## config.mk

```make
export PLATFORM = sky130hd
export DESIGN_NAME = onchip_mem_arbiter
export DESIGN_NICKNAME = d
export VERILOG_FILES = /design/src/rtl/onchip_arb_pkg.sv /design/src/rtl/onchip_arb_grant.sv /design/src/rtl/onchip_mem_arbiter.sv
export SDC_FILE = /design/constraint.sdc
export NUM_CORES = 1
export LEC_CHECK = 0
export ABC_AREA = 1
export CAP_MARGIN = 5
export CORE_AREA = 2 2 103 105
export DETAILED_ROUTE_END_ITERATION = 10
export DIE_AREA = 0 0 105 107
export GPL_ROUTABILITY_DRIVEN = 0
export SYNTH_ARGS = -nofsm -noshare
export SYNTH_HDL_FRONTEND = slang
export SYNTH_SLANG_ARGS = --single-unit
```

## constraint.sdc

```tcl
create_clock -name clk -period 3.2 [get_ports clk]
set_clock_uncertainty 0.15 [all_clocks]
set_input_delay 0.32 -clock clk [delete_from_list [all_inputs] [get_ports clk]]
set_output_delay 0.32 -clock clk [all_outputs]
set_load 0.02 [all_outputs]
```

## src/rtl/onchip_arb_pkg.sv

```systemverilog
// onchip_arb_pkg -- shared types and default sizes for the two-requester
// on-chip memory arbiter (onchip_mem_arbiter / onchip_arb_grant).
//   arb_state_t : arbiter ownership state (IDLE, OWN0, OWN1)
//   req_idx_t   : index of a requester (0 or 1)
//   DEF_*       : default ADDR_W / DATA_W / HOLD_MAX
package onchip_arb_pkg;

   localparam int DEF_ADDR_W   = 16;
   localparam int DEF_DATA_W   = 32;
   localparam int DEF_HOLD_MAX = 4;

   typedef enum logic [1:0] {
      IDLE = 2'd0,
      OWN0 = 2'd1,
      OWN1 = 2'd2
   } arb_state_t;

   typedef logic req_idx_t;

endpackage

```

## src/rtl/onchip_arb_grant.sv

```systemverilog
// onchip_arb_grant -- grant decision for two requesters.
// Holds ownership state, hold counter and round-robin pointer; the grant
// itself is combinational from the current state and the requests.
// Ports:
//   clk, reset_n : clock, synchronous active-low reset
//   req[1:0]     : per-requester request (in)
//   gnt[1:0]     : one-hot grant, zero during reset (out)
// Build option: ONCHIP_ARB_FIXED_PRIO_EN -- requester 1 wins every contested
// cycle and the hold limit no longer affects who is granted.
module onchip_arb_grant
   import onchip_arb_pkg::*;
#(
   parameter int HOLD_MAX = DEF_HOLD_MAX
) (
   input  logic       clk,
   input  logic       reset_n,
   input  logic [1:0] req,
   output logic [1:0] gnt
);

   localparam int CNT_W = $clog2(HOLD_MAX + 1);
   localparam logic [CNT_W-1:0] HMAX = CNT_W'(HOLD_MAX);

   arb_state_t       state_q, state_d;
   logic [CNT_W-1:0] hold_q, hold_d, sat_inc;
   req_idx_t         last_q, last_d;
   req_idx_t         own, g;
   logic             gv;

   assign sat_inc = (hold_q == HMAX) ? hold_q : hold_q + 1'b1;

   always_ff @(posedge clk) begin
      if (!reset_n) begin
         state_q <= IDLE;
         hold_q  <= '0;
         last_q  <= 1'b1;   // requester 0 wins the first tie
      end else begin
         state_q <= state_d;
         hold_q  <= hold_d;
         last_q  <= last_d;
      end
   end

   always_comb begin
      gnt     = '0;
      state_d = state_q;
      hold_d  = hold_q;
      last_d  = last_q;
      gv      = 1'b0;
      g       = 1'b0;
      own     = (state_q == OWN1);
`ifdef ONCHIP_ARB_FIXED_PRIO_EN
      if (req[1]) begin
         gv = 1'b1;
         g  = 1'b1;
      end else if (req[0]) begin
         gv = 1'b1;
         g  = 1'b0;
      end
      // counter still tracks consecutive grants, it just never forces a switch
      if (gv) hold_d = (state_q != IDLE && g == own) ? sat_inc : CNT_W'(1);
`else
      case (state_q)
         OWN0, OWN1: begin
            if (req[own]) begin
               gv = 1'b1;
               if (!req[~own]) begin
                  g      = own;
                  hold_d = sat_inc;
               end else if (hold_q < HMAX) begin
                  g      = own;
                  hold_d = hold_q + 1'b1;
               end else begin
                  g      = ~own;
                  hold_d = CNT_W'(1);
               end
            end else if (req[~own]) begin
               gv     = 1'b1;
               g      = ~own;
               hold_d = CNT_W'(1);
            end
         end
         default: begin
            // IDLE: a tie goes to whoever was not granted last
            gv     = |req;
            g      = (req[0] && req[1]) ? ~last_q : req[1];
            hold_d = CNT_W'(1);
         end
      endcase
`endif
      if (gv) begin
         gnt[g]  = 1'b1;
         state_d = g ? OWN1 : OWN0;
         last_d  = g;
      end else begin
         state_d = IDLE;
         hold_d  = '0;
      end
      if (!reset_n) gnt = '0;
   end

endmodule

```

## src/rtl/onchip_mem_arbiter.sv

```systemverilog
// onchip_mem_arbiter -- shares one single-port on-chip memory between two
// Avalon-MM style requesters.
// Ports:
//   clk, reset_n           : clock, synchronous active-low reset
//   mN_chipselect/read/write/address/byteenable/writedata : requester N cmd
//   mN_waitrequest         : request pending but not granted this cycle
//   mN_readdatavalid       : one-cycle pulse, read data for requester N
//   mN_readdata            : shared memory read data (qualify with valid)
//   mem_*                  : memory side; granted requester's fields
//   mem_clken              : memory clock enable, low only during reset
// Build option: ONCHIP_ARB_FIXED_PRIO_EN (see onchip_arb_grant).
module onchip_mem_arbiter
   import onchip_arb_pkg::*;
#(
   parameter int ADDR_W   = DEF_ADDR_W,
   parameter int DATA_W   = DEF_DATA_W,
   parameter int HOLD_MAX = DEF_HOLD_MAX
) (
   input  logic                clk,
   input  logic                reset_n,
   input  logic                m0_chipselect,
   input  logic                m0_read,
   input  logic                m0_write,
   input  logic [ADDR_W-1:0]   m0_address,
   input  logic [DATA_W/8-1:0] m0_byteenable,
   input  logic [DATA_W-1:0]   m0_writedata,
   output logic                m0_waitrequest,
   output logic                m0_readdatavalid,
   output logic [DATA_W-1:0]   m0_readdata,
   input  logic                m1_chipselect,
   input  logic                m1_read,
   input  logic                m1_write,
   input  logic [ADDR_W-1:0]   m1_address,
   input  logic [DATA_W/8-1:0] m1_byteenable,
   input  logic [DATA_W-1:0]   m1_writedata,
   output logic                m1_waitrequest,
   output logic                m1_readdatavalid,
   output logic [DATA_W-1:0]   m1_readdata,
   output logic [ADDR_W-1:0]   mem_address,
   output logic [DATA_W/8-1:0] mem_byteenable,
   output logic                mem_chipselect,
   output logic                mem_write,
   output logic [DATA_W-1:0]   mem_writedata,
   output logic                mem_clken,
   input  logic [DATA_W-1:0]   mem_readdata
);

   logic [1:0] req, wr, rd_only, gnt, rdv_q;

   // read+write together counts as a write
   assign wr      = {m1_write, m0_write};
   assign rd_only = {m1_read & ~m1_write, m0_read & ~m0_write};
   assign req     = {m1_chipselect & (m1_read | m1_write),
                     m0_chipselect & (m0_read | m0_write)};

   onchip_arb_grant #(.HOLD_MAX(HOLD_MAX)) u_grant (
      .clk     (clk),
      .reset_n (reset_n),
      .req     (req),
      .gnt     (gnt)
   );

   assign m0_waitrequest = req[0] & ~gnt[0];
   assign m1_waitrequest = req[1] & ~gnt[1];

   // gnt is one-hot or zero, so gnt[1] alone selects the source
   assign mem_address    = gnt[1] ? m1_address    : m0_address;
   assign mem_byteenable = gnt[1] ? m1_byteenable : m0_byteenable;
   assign mem_writedata  = gnt[1] ? m1_writedata  : m0_writedata;
   assign mem_chipselect = |gnt;
   assign mem_write      = |(gnt & wr);
   assign mem_clken      = reset_n;

   // memory has one cycle of read latency; valid follows the granted read
   always_ff @(posedge clk) begin
      if (!reset_n) rdv_q <= '0;
      else          rdv_q <= gnt & rd_only;
   end

   assign m0_readdatavalid = rdv_q[0];
   assign m1_readdatavalid = rdv_q[1];
   assign m0_readdata      = mem_readdata;
   assign m1_readdata      = mem_readdata;

endmodule

```

; After elaboration in Yosys (flattened, before gate mapping)
; Index checks and enable logic that the tools add are counted.
[totals]
wordCells = 71
mem_bits_ro = 0
ram_bits = 0
out_inout_bits = 123
memories = 0
latch_bits = 0
inputBits = 144
register_bits = 8
[classes]
magnitude_cmp = 5
reduce_logical = 11
shift = 0
n_mul = 0
bitwise = 16
n_eq_ne = 6
n_div = 0
addsub = 1
n_mux = 27
[ops]
columns = op, count
row1 = 2-to-1 mux 32 bit, 1
row2 = 2-to-1 mux 16 bit, 1
row3 = 2-to-1 mux 1 bit, 15
row4 = 2-to-1 mux 3 bit, 5
row5 = OR reduction 2 bit, 4
row6 = bitwise AND 1 bit, 6
row7 = "< comparator 1 x 2 -> 1 bit, second input constant", 3
row8 = 2-to-1 mux 2 bit, 3
row9 = inverter 1 bit, 6
row10 = AND reduction 2 bit, 3
row11 = bitwise AND 2 bit, 2
row12 = 2-to-1 mux 4 bit, 1
row13 = "adder 3 x 1 -> 3 bit, second input constant", 1
row14 = "== test 3 bit, second input constant", 1
row15 = "< comparator 3 bit, second input constant", 1
row16 = "!= test 3 x 1 -> 1 bit, second input constant", 1
row17 = "!= test 3 bit, second input constant", 1
row18 = AND reduction 3 bit, 1
row19 = "== test 2 x 1 -> 1 bit, second input constant", 1
row20 = "== test 2 bit, second input constant", 1
row21 = logical AND 1 bit, 2
row22 = "!= test 2 bit, second input constant", 1
row23 = OR 1 bit, 2
row24 = nonzero test 2 bit, 1
row25 = other kinds (2), 2

; Depth between registers and ports, before layout
; Gate-level depths: netlist of run 1.
[logic_depth]
word_depth = 15
depth_mapped = 12
depth_no_buf = 11

; Modules after synthesis
; From an unflattened synthesis of run 1, not the netlist that was laid out.
[unflattened]
hier_cells = 315
hier_area_um2 = 1712.9
[modules_own_cells]
columns = module, cells_per_inst, area_per_inst_um2, seq_area_each_um2, instances
row1 = onchip_mem_arbiter, 253, 1292.5, 40.0, 1
row2 = onchip_arb_grant, 62, 420.4, 120.1, 1

; Least setup slack after synthesis of run 1
; No wires, ideal clock.
[synth_timing]
path_type = register to output
startpoint = register u_grant.state_q[0]
endpoint = output mem_write
path_stages_with_launch = 9
t_required_ps = 2730
path_slack_ps = 1167
t_arrival_ps = 1563
n_path_buf = 0
cell_sequence = dfxtp_1 > inv_1 > ha_1 > inv_2 > or2_0 > nand3_2 > nand2_2 > nand3b_1 > o21ai_0
[synth_via]
elab_chain_len = 14
elab_cells_between_ends = 25
cone_classes = 2 x order compare / 2 x eq/ne / 16 x mux / 2 x bitwise / 3 x reduce/logical
[synth_rtl]
columns = item, line
row1 = "start, declared", onchip_arb_grant.sv:24  ; arb_state_t state_q, state_d;
row2 = "start signal, assigned", onchip_arb_grant.sv:38  ; state_q <= state_d;
row3 = == test 2 bit, "onchip_arb_grant.sv:51, onchip_arb_grant.sv:63"
row4 = 2-to-1 mux 1 bit (implied by the code) / inverter 1 bit (equally long branches), -
row5 = 2-to-1 mux 1 bit (on tied branches), "onchip_arb_grant.sv:67, onchip_arb_grant.sv:77, onchip_arb_grant.sv:70"
row6 = 2-to-1 mux 1 bit (on tied branches), "onchip_arb_grant.sv:77, onchip_arb_grant.sv:67"
row7 = 2-to-1 mux 1 bit, onchip_arb_grant.sv:65  ; if (req[own]) begin
row8 = 2-to-1 mux 1 bit, onchip_arb_grant.sv:63  ; case (state_q)
row9 = < comparator 1 x 2 -> 1 bit (implied by the code) / greater-or-equal comparator 1 bit (equally long branches), onchip_arb_grant.sv:92  ; gnt[g] = 1'b1;
row10 = logical AND 1 bit (implied by the code), onchip_arb_grant.sv:92
row11 = 2-to-1 mux 1 bit (implied by the code), onchip_arb_grant.sv:92
row12 = demux 1 bit (select 1 bit), -
row13 = 2-to-1 mux 2 bit (*), onchip_arb_grant.sv:91  ; if (gv) begin
row14 = 2-to-1 mux 2 bit (*), onchip_arb_grant.sv:99  ; if (!reset_n) gnt = '0;
row15 = bitwise AND 2 bit (*), onchip_mem_arbiter.sv:71  ; assign mem_write = |(gnt & wr);
row16 = OR reduction 2 bit (*), onchip_mem_arbiter.sv:71
row17 = "end, declared", onchip_mem_arbiter.sv:42  ; output logic mem_write,
; Every way passes the cells marked *; elsewhere a longest branch is shown, timed or not. The select of a mux whose other input is x is not followed.

; Worst setup path in the final report of run 1
[layout_timing]
startpoint = register u_grant.state_q[0]
endpoint = output mem_writedata[28]
[layout_via]
elab_chain_len = 13
elab_cells_between_ends = 24
cone_classes = 2 x order compare / 2 x eq/ne / 17 x mux / 1 x bitwise / 2 x reduce/logical
[layout_rtl]
columns = item, line
row1 = == test 2 bit, "onchip_arb_grant.sv:51, onchip_arb_grant.sv:63"
row2 = 2-to-1 mux 1 bit (implied by the code) / inverter 1 bit (equally long branches), -
row3 = 2-to-1 mux 1 bit (on tied branches), "onchip_arb_grant.sv:67, onchip_arb_grant.sv:77, onchip_arb_grant.sv:70"
row4 = 2-to-1 mux 1 bit (on tied branches), "onchip_arb_grant.sv:77, onchip_arb_grant.sv:67"
row5 = 2-to-1 mux 1 bit, onchip_arb_grant.sv:65
row6 = 2-to-1 mux 1 bit, onchip_arb_grant.sv:63
row7 = < comparator 1 x 2 -> 1 bit (implied by the code) / greater-or-equal comparator 1 bit (equally long branches), onchip_arb_grant.sv:92
row8 = logical AND 1 bit (implied by the code), onchip_arb_grant.sv:92
row9 = 2-to-1 mux 1 bit (implied by the code), onchip_arb_grant.sv:92
row10 = demux 1 bit (select 1 bit), -
row11 = 2-to-1 mux 2 bit (*), onchip_arb_grant.sv:91
row12 = 2-to-1 mux 2 bit (*), onchip_arb_grant.sv:99
row13 = 2-to-1 mux 32 bit (*), onchip_mem_arbiter.sv:69  ; assign mem_writedata = gnt[1] ? m1_writedata : m0_writedata;
row14 = "end, declared", onchip_mem_arbiter.sv:43  ; output logic [DATA_W-1:0] mem_writedata,
; Marked as above.

==> results of run 1 <==
==> worst min path at each step <==
stage	to	slack, ps	startpoint
finish	u_grant.last_q$_SDFFE_PN1N_	330	u_grant.last_q$_SDFFE_PN1N_
global placement	u_grant.last_q$_SDFFE_PN1N_	310	u_grant.last_q$_SDFFE_PN1N_
global route	u_grant.last_q$_SDFFE_PN1N_	360	u_grant.last_q$_SDFFE_PN1N_
floorplan	rdv_q[1]$_SDFF_PN0_	240	m1_write
CTS	u_grant.last_q$_SDFFE_PN1N_	330	u_grant.last_q$_SDFFE_PN1N_
detailed placement	u_grant.last_q$_SDFFE_PN1N_	320	u_grant.last_q$_SDFFE_PN1N_
==> kinds of logic (layout without fill, tap and decap cells) <==
family | after synthesis | count (layout) | share of synthesized area [%]
buffers and inverters | 93 | 194 | 38.9
AND/OR/NAND/NOR | 197 | 197 | 46.5
flip-flops | 8 | 8 | 9.25
AO/OA/AOI/OAI | 7 | 7 | 2.53
adder cells (fa/ha/maj) | 4 | 4 | 2.89
==> metrics by stage <==
step | cell area [um2] | worst slack [ps] | hold slack (ps) | util [%] | instances
final | 3090 | 264 | 335 | 30.6 | 546
after global routing | 3090 | 109 | 360 | 30.6 | 546
after CTS | 3090 | 246 | 328 | 30.6 | 546
after detailed placement | 3050 | 277 | 318 | 30.2 | 543
after global placement | 3050 | 291 | 309 | 30.2 | 543
after floorplan | 1730 | 1170 | 240 | - | 309
==> power by group through the flow <==
stage                     clock, mW  combinational (mW)  sequential, mW
final                         0.121               0.479           0.109
after floorplan                   0               0.321           0.111
after CTS                     0.124               0.485           0.109
after detailed placement          0               0.483           0.110
after global routing          0.128               0.517           0.109
after global placement            0               0.480           0.110
==> Yosys cell counts <==
master / number
inv_2: 4
nor2_4: 1
nand3b_1: 1
nor3_2: 1
buf_12: 1
nand2_1: 167
o211ai_1: 1
nor3_1: 1
o21ai_0: 1
o21ai_2: 1
nand3_2: 1
and2_0: 1
buf_4: 68
nand3_1: 8
or2_0: 1
o21bai_1: 1
nor2_2: 1
ha_1: 4
dfxtp_1: 8
a21oi_1: 3
nand2_2: 9
inv_1: 13
nor2_1: 5
buf_6: 7
==> layer usage <==
layer  track usage, %  routed length [um]
met5                0                   0
met4             3.33                 136
met3             2.43                 566
met2             17.9                3040
met1             10.2                2270
==> sequential cells by signal, indices dropped and copies added (netlist names) <==
signal           cells
u_grant.state_q      2
u_grant.last_q       1
rdv_q                2
u_grant.hold_q       3
==> placed cells by master (no fill, tap or decap) <==
master,n
nand3b_1,1
buf_12,2
o21ai_2,1
nor2_1,5
nand2_1,167
buf_4,2
and2_0,1
nor2_2,1
or2_0,1
dfxtp_1,8
clkdlybuf4s50_1,170
nand2_2,9
nor3_2,1
clkbuf_8,3
o211ai_1,1
nand3_1,8
o21ai_0,1
a21oi_1,3
nand3_2,1
nor3_1,1
ha_1,4
nor2_4,1
o21bai_1,1
inv_2,4
inv_1,13
==> worst max-delay path, delay by kind of cell, from the launching register on <==
family / cells / cell delay (ps)
adders and majority gates: 1 / 270
and+or+nand+nor: 6 / 690
buffers and inverters: 4 / 970
DFF: 1 / 300
==> layout make-up <==
cell class | instances | area, um2
fillers | 1118 | 7000
inverters | 17 | 63.8
clock buffers | 3 | 41.3
flip-flops and latches | 8 | 160
multi-input cells | 208 | 898
repair buffers | 174 | 1760
well taps | 136 | 170
==> reports/metrics.cfg, run 1 <==
[die]
start_util_pct = 17.2
fp.dieH_um = 107
floorplan.die_area_um2 = 11200
rows = 37
io_pins = 267
coreArea_um2 = 10100
dieWidth_um = 105

[grt]
grt_pass1_wl_um = 8910
grt_max_degree = 54
grt_antenna_before_repair = 0
gr-usage-all-layers_pct = 9.48
grt_pass1_vias = 1948
overflow = 0

[clocking]
cts_setup_buffers = 0
clkSinkCount = 8
cts_tree = done
cts_buffer_depth = 2
cts_max_level = 1
insertion_delay_ps = 230
cts-resized-gates = 0
cts_made_buffers = 3
ctsRootBufferMaster = clkbuf_8
path_clk_slew_ps = 40
cts_hold_repair.buffers = 0

[timing]
drv_slew = 0
fmaxAchievable_mhz = 341
post-route-period-util_pct = 91.7
period_minus_slack_ps = 2940
tns_ps = 0
setup_viol = 0
rsz0062_at_grt = false
hold_violations = 0
tightestPinTransition_ps = 257
slew_headroom_pct = 82.9

[route]
wl_per_cell_um = 11.0
drc_errors = 0
ant_nets = 0
drt-initial-drc-count = 83
via_per_inst = 3.79
num_vias = 2070
wl_um = 6020
drt-pass1-iter-count = 6

[logic_synthesis]
synth.distinct_cells = 24
synth_area_um2 = 1730
avgSynthCellArea_um2 = 5.60
synth_area_leaders = nand2_1, buf_4, dfxtp_1
syn-num-nets = 457
synth_top_cell_by_area = nand2_1
synth_seq_area_share_pct = 9.25
synth_seq_cells = 8
yosysTopAreaCellShare_pct = 36.2
yosysWarnings = 0
syn-instance-count = 309

[power_and_ir_drop]
power.density_nw_per_um2 = 229
p_total_mw = 0.709
power.internal_mw = 0.454
p_comb_share_pct = 67.6
p_leak_nw = 1.44
power.net_switching_mw = 0.255
sequentialPowerShare_pct = 15.4
vdd.ir_drop.worst_mv = 0.116
power.share.clock_pct = 17.0
switching_share_pct = 35.9

[cells_and_area]
area_delta_synth_final_pct = 78.5
nets = 560
drive_above_1_share_pct = 6.10
num_antenna_cells = 0

[setup_path]
reg2reg_to = rdv_q[1]$_SDFF_PN0_
cpMostUsedCell = nand2_1
crit_start = u_grant.state_q[0]$_SDFF_PN0_
max_stage_delay_ps = 590
end_kind = primary output
endpoint = mem_writedata[28]
cp.required_ps = 2730
path_class = register to primary output
worstRegToRegCells = 10
r2r-start = u_grant.state_q[0]$_SDFF_PN0_
r2r_setup_slack_ps = 1450
cpMaxStageDelayCell = clkdlybuf4s50_1
path_cells = inv_1 > ha_1 > inv_2 > or2_0 > nand3_2 > nand2_2 > nor2_4 > buf_4 > nand2_1 > nand2_1 > clkdlybuf4s50_1
cp.arrival_ps = 2470
start_kind = register
cp_max_fo = 26

[placement]
port_buffers = 170
dp_hpwl_um = 4960

[min_path]
hold_path.class = register to register
min_delay_path_depth = 2

[job]
max_cap_viol_count = 0

[run_status]
status = finished, final reports clean

Power figures use the tool's default switching activity.
==> inputs of run 2 (changes only) <==
- CTS_CLUSTER_DIAMETER: default -> 150
==> results of run 2 <==
Same layout as run 1: the final DEF is identical, and so are final timing and power.
